File: config.mk
export PLATFORM = sky130hd
export DESIGN_NAME = uart_tx_arbiter
export DESIGN_NICKNAME = d
export VERILOG_FILES = /design/src/rtl/uart_tx_arbiter.sv
export SDC_FILE = /design/constraint.sdc
export NUM_CORES = 1
export LEC_CHECK = 0
export CORE_MARGIN = 2
export CORE_UTILIZATION = 35
export DETAILED_ROUTE_END_ITERATION = 8
export GPL_TIMING_DRIVEN = 0
export PLACE_DENSITY = 0.75
export REMOVE_ABC_BUFFERS = 1
export SYNTH_ARGS = -nofsm -noshare
export SYNTH_HDL_FRONTEND = slang
export SYNTH_SLANG_ARGS = --single-unit
export TNS_END_PERCENT = 1
File: constraint.sdc
create_clock -name clk -period 2.95 [get_ports clk]
set_input_delay 0.59 -clock clk [delete_from_list [all_inputs] [get_ports clk]]
set_output_delay 0.59 -clock clk [all_outputs]
set_load 0.02 [all_outputs]
File: src/rtl/uart_tx_arbiter.sv
// uart_tx_arbiter
//   Shares one byte-wide UART transmit engine between NUM_REQ byte producers.
//   An idle arbiter grants the first requester found scanning round-robin from
//   rr_ptr; the winner keeps the engine for up to MAX_BURST bytes, until it
//   flags a last byte, or until it withdraws its request.
//
// Parameters
//   NUM_REQ   number of requesters (2..8)
//   IDX_W     owner/pointer index width, 2**IDX_W >= NUM_REQ
//   MAX_BURST maximum bytes per grant (1..15)
//
// Ports
//   clk       system clock, rising edge
//   reset     asynchronous active-high reset
//   req       per-requester byte available (level, held until ack)
//   req_data  byte of requester i on [8i+7:8i]
//   req_last  byte of requester i ends its packet
//   ack       one-cycle pulse, byte of that requester consumed
//   busy      a grant is held
//   owner     index of the current/last granted requester
//   tx_data   byte presented to the transmit engine
//   tx_start  one-cycle pulse, engine latches tx_data
//   tx_ready  engine idle and able to accept a byte
module uart_tx_arbiter #(
    parameter int NUM_REQ   = 4,
    parameter int IDX_W     = 2,
    parameter int MAX_BURST = 4
) (
    input  logic                 clk,
    input  logic                 reset,
    input  logic [NUM_REQ-1:0]   req,
    input  logic [8*NUM_REQ-1:0] req_data,
    input  logic [NUM_REQ-1:0]   req_last,
    output logic [NUM_REQ-1:0]   ack,
    output logic                 busy,
    output logic [IDX_W-1:0]     owner,
    output logic [7:0]           tx_data,
    output logic                 tx_start,
    input  logic                 tx_ready
);

    typedef enum logic [1:0] {
        sIdle  = 2'd0,
        sIssue = 2'd1,
        sWait  = 2'd2,
        sHold  = 2'd3
    } state_t;

    state_t             r_state;
    logic [NUM_REQ-1:0] r_ack;
    logic               r_tx_start;
    logic [7:0]         r_tx_data;
    logic [IDX_W-1:0]   r_owner;
    logic [IDX_W-1:0]   r_rr_ptr;
    logic [3:0]         r_burst_cnt;
    logic               r_last_seen;

    logic               w_any;
    logic [IDX_W-1:0]   w_sel;
    logic               w_own_req;
    logic               w_own_last;
    logic [7:0]         w_own_data;
    logic [NUM_REQ-1:0] w_own_onehot;
    logic [IDX_W-1:0]   w_rr_next;
    logic               w_burst_full;

    // Round-robin pick: first set req bit at rr_ptr, rr_ptr+1, ... mod NUM_REQ.
    always_comb begin
        logic        found;
        int unsigned k;
        found = 1'b0;
        k     = 0;
        w_sel = '0;
        w_any = |req;
        for (int unsigned i = 0; i < NUM_REQ; i++) begin
            k = (32'(r_rr_ptr) + i) % NUM_REQ;
            if (!found && req[k]) begin
                found = 1'b1;
                w_sel = IDX_W'(k);
            end
        end
    end

    // Signals of the current owner, selected by a loop to keep every index in range.
    always_comb begin
        w_own_req    = 1'b0;
        w_own_last   = 1'b0;
        w_own_data   = '0;
        w_own_onehot = '0;
        for (int unsigned i = 0; i < NUM_REQ; i++) begin
            if (r_owner == IDX_W'(i)) begin
                w_own_req       = req[i];
                w_own_last      = req_last[i];
                w_own_data      = req_data[8*i +: 8];
                w_own_onehot[i] = 1'b1;
            end
        end
    end

    assign w_rr_next    = (r_owner == IDX_W'(NUM_REQ - 1)) ? '0 : r_owner + IDX_W'(1);
    assign w_burst_full = (r_burst_cnt == 4'(MAX_BURST));

    always_ff @(posedge clk or posedge reset) begin
        if (reset) begin
            r_state     <= sIdle;
            r_ack       <= '0;
            r_tx_start  <= 1'b0;
            r_tx_data   <= '0;
            r_owner     <= '0;
            r_rr_ptr    <= '0;
            r_burst_cnt <= '0;
            r_last_seen <= 1'b0;
        end else begin
            r_ack      <= '0;
            r_tx_start <= 1'b0;
            case (r_state)
                sIdle: begin
                    if (w_any) begin
                        r_owner     <= w_sel;
                        r_burst_cnt <= '0;
                        r_state     <= sIssue;
                    end
                end
                sIssue: begin
                    // A withdrawn request wins over tx_ready in the same cycle.
                    if (!w_own_req) begin
                        r_rr_ptr    <= w_rr_next;
                        r_burst_cnt <= '0;
                        r_state     <= sIdle;
                    end else if (tx_ready) begin
                        r_tx_start  <= 1'b1;
                        r_ack       <= w_own_onehot;
                        r_tx_data   <= w_own_data;
                        r_burst_cnt <= r_burst_cnt + 4'd1;
                        r_last_seen <= w_own_last;
                        r_state     <= sHold;
                    end
                end
                // One dead cycle lets the engine drop tx_ready after tx_start.
                sHold: r_state <= sWait;
                sWait: begin
                    if (tx_ready) begin
                        if (r_last_seen || w_burst_full || !w_own_req) begin
                            r_rr_ptr    <= w_rr_next;
                            r_burst_cnt <= '0;
                            r_state     <= sIdle;
                        end else begin
                            r_state <= sIssue;
                        end
                    end
                end
                default: r_state <= sIdle;
            endcase
        end
    end

    assign ack      = r_ack;
    assign tx_start = r_tx_start;
    assign tx_data  = r_tx_data;
    assign owner    = r_owner;
    assign busy     = (r_state != sIdle);

endmodule
==> results.py <==
metrics = {
    "run_status": {
        "status": "complete, no violations",
    },
    "drt": {
        "drtIter0Drc": 89,
        "num_vias": 1463,
        "ant_nets": 0,
        "finalWirelength_mm": 3.661,
        "drt-pass1-iter-count": 7,
        "routedWlPerCell_um": 13.03,
        "drc": 0,
        "vias_per_cell": 5.206,
    },
    "cells_and_area": {
        "seq_area_um2": 600.6,
        "fin_nets": 281,
        "mostFrequentLayoutCell": "clkdlybuf4s50_1",
        "area_delta_synth_final_pct": 44.98,
        "multi_input_area_um2": 799.5,
        "final_cell_mix": "58 x clkdlybuf4s50_1, 31 x a21oi_1, 24 x dfrtp_1",
        "drive_above_1_share": 0.05195,
        "fill_cells": 376,
        "num_antenna_cells": 0,
    },
    "setup_path": {
        "ff2ff_path_depth": 7,
        "cp.required_ps": 3110,
        "ff2ff_setup_slack_ps": 190,
        "criticalPathCategory": "reg -> reg",
        "endpoint_kind": "register",
        "rr_endpoint": "r_rr_ptr[0]$_DFFE_PP0P_",
        "critPathArrivalTime_ps": 2910,
        "worst-path-max-fanout": 21,
        "worstSetupStartpointType": "register",
        "rr_startpoint": "owner[1]$_DFFE_PP0P_",
    },
    "logic_synthesis": {
        "synth-warning-count": 0,
        "synth_compound_area_frac": 0.2437,
        "synthAdderAreaFrac": 0.05025,
        "synth_cell_types": 37,
        "synth_area_leaders": "dfrtp_1 40%, a21oi_1 10%, ha_1 5.0%",
        "synth_area_um2": 1494,
        "synth-main-ff-cell": "dfrtp_1",
        "async_flop_share": 1.000,
        "syn_inst": 178,
        "synth_top_cell_area_share": 0.4020,
        "seq_area_frac_synth": 0.4020,
        "synth_area_leader_cell": "dfrtp_1",
        "muxShareOfSynthArea": 0.04941,
        "synth.avg_cell_area_um2": 8.393,
        "synth_edf_count": 0,
        "synth-xor-area-share": 0,
        "synth_top_family_by_area": "compound AO/OA/AOI/OAI gates",
        "ys_ff_latch": 24,
        "synth_simple_gate_area_share": 0.1859,
    },
    "timing": {
        "finalMaxSlewViolations": 0,
        "tightest_slew_ps": 900.6,
        "setup_viol": 0,
        "finalCritPeriodShare": 0.9339,
        "rsz0062_at_grt": "no",
        "fmax_mhz": 363.0,
        "fin_crit_ps": 2755,
        "hold_viol": 0,
        "timing.hold.ws_ps": 534.5,
        "relSlewSlack": 0.3989,
        "finClkSkew_ps": 11.09,
        "finalWorstSetupSlack_ps": 194.8,
    },
    "power": {
        "p_leak_uw": 0.0009297,
        "p_comb_frac": 0.611,
        "intPower_uw": 1112,
        "total_power_uw": 1995,
        "power.density_nw_per_um2": 920.9,
        "p_clk_frac": 0.113,
        "netSwitchingPower_uw": 882.7,
        "vdd_ir_drop_max_mv": 0.3258,
        "power_frac_seq": 0.276,
        "swShare": 0.4425,
    },
    "cts": {
        "cts_made_buffers": 3,
        "htreeDepth": 1,
        "clock_latency_ps": 270,
        "clock_sinks": 24,
        "hold_buffers": 0,
        "cts_tree": "yes",
        "cts_setup_buffers": 0,
        "cts_buffer_depth": 2,
        "cts_root_buffer": "clkbuf_8",
        "path_clk_slew_ps": 90,
    },
    "floorplanning": {
        "chipHeight_um": 69.33,
        "core-area_um2": 4058,
        "die-area_um2": 4807,
        "initial_core_util": 0.3682,
        "io_pins": 59,
        "die_w_um": 69.33,
        "row_count": 23,
    },
    "placed_design": {
        "detailed_place_hpwl_mm": 2.643,
        "place_congestion": 0.8059,
        "pre_cts_slack_ps": -151.7,
        "numPortBuffers": 58,
    },
    "global_routing": {
        "grt_pass1_wl_mm": 5.913,
        "grt_overflow_total": 0,
        "antenna_found_initial": 0,
        "grt_pass1_vias": 1364,
        "grt_max_degree": 27,
        "grt_usage": 0.1476,
    },
    "worst_hold_path": {
        "hp-class": "reg -> reg",
        "holdPathEnd": "tx_data[3]$_DFFE_PP0P_",
        "hold_start": "tx_data[3]$_DFFE_PP0P_",
        "min_delay_path_depth": 2,
    },
    "flow_run": {
        "drv_cap": 0,
    },
}
area by class of cell:
class / count / share of cell area
inverters: 18 / 0.03120
clock buffers: 4 / 0.02542
repair buffers: 58 / 0.2681
well taps: 50 / 0.02889
flip-flops and latches: 24 / 0.2773
multi-input cells: 127 / 0.3692
routing by layer:
metal | vias to the layer above | global-route usage | part of all wire
met4 | 0 | 0.03486 | 0.014
met2 | 49 | 0.2628 | 0.48
met5 | - | 0 | 0
met1 | 689 | 0.1775 | 0.45
li1 | 719 | - | -
met3 | 6 | 0.03779 | 0.055
repair_timing:
action	CTS	global route
pin swaps	0	1
gates resized for setup	1	1
hold endpoints to repair	0	0
endpoints found under the setup margin	4	1
cell usage after synthesis (all sizes together) (2+ instances only):
| cell | n |
|---|---|
| a21oi | 32 |
| dfrtp | 24 |
| inv | 18 |
| nor2 | 18 |
| nand2 | 15 |
| o21ai | 10 |
| a22oi | 9 |
| clkbuf | 7 |
| and2 | 6 |
| ha | 6 |
| nand3 | 5 |
| mux2i | 4 |
| mux2 | 3 |
| buf | 2 |
| nor2b | 2 |
| o22ai | 2 |
worst max-delay path, stage by stage, from the launching register on:
cell	delay, ps
dfrtp_1	420
inv_1	100
ha_1	630
and3b_1	280
a2111oi_4	430
nor2_1	220
a21oi_2	220
mux2_1	340
per-stage QoR:
step                        util  area [µm²]  setup TNS, ps  cells
after floorplan                -        1459              0    169
after global placement    0.5180        2102         -142.2    277
after CTS                 0.5331        2163              0    281
final                     0.5338        2166              0    281
after detailed placement  0.5180        2102         -338.7    277
after global routing      0.5338        2166              0    281
how the worst max path moves through the flow:
stage | startpoint | endpoint | slack (ps) | cells past startpoint
3_5_place_dp | req[0] | r_burst_cnt[3]$_DFFE_PP0P_ | -150 | 6
6_report | owner[1]$_DFFE_PP0P_ | r_rr_ptr[0]$_DFFE_PP0P_ | 190 | 7
2_1_floorplan | owner[1]$_DFFE_PP0P_ | r_burst_cnt[3]$_DFFE_PP0P_ | 400 | 7
4_1_cts | owner[1]$_DFFE_PP0P_ | r_rr_ptr[0]$_DFFE_PP0P_ | 200 | 7
5_1_grt | owner[0]$_DFFE_PP0P_ | r_burst_cnt[3]$_DFFE_PP0P_ | 40 | 6
3_3_place_gp | req[0] | r_burst_cnt[3]$_DFFE_PP0P_ | -100 | 6
power groups by stage:
stage | Clock (µW) | Sequential (µW) | Combinational (µW)
after floorplan | 0 | 636 | 709
after global placement | 0 | 549 | 1190
after detailed placement | 0 | 554 | 1210
after CTS | 234 | 548 | 1220
after global routing | 251 | 568 | 1330
final | 225 | 551 | 1220
state kept, by name (all words and copies together), names as in the netlist:
signal and count:
r_burst_cnt 4, owner 2, tx_start 1, ack 4, r_state 2, r_last_seen 1, tx_data 8, r_rr_ptr 2
logic make-up (layout without fill, tap and decap cells):
group                    Yosys count  count (layout)
AO/OA/AOI/OAI                     59              59
adder cells (fa/ha/maj)            6               6
buffers and inverters             27              80
flip-flops                        24              24
multiplexers                       7               7
AND/OR/NAND/NOR                   55              55
No activity file was read; power rests on OpenSTA's default activity.
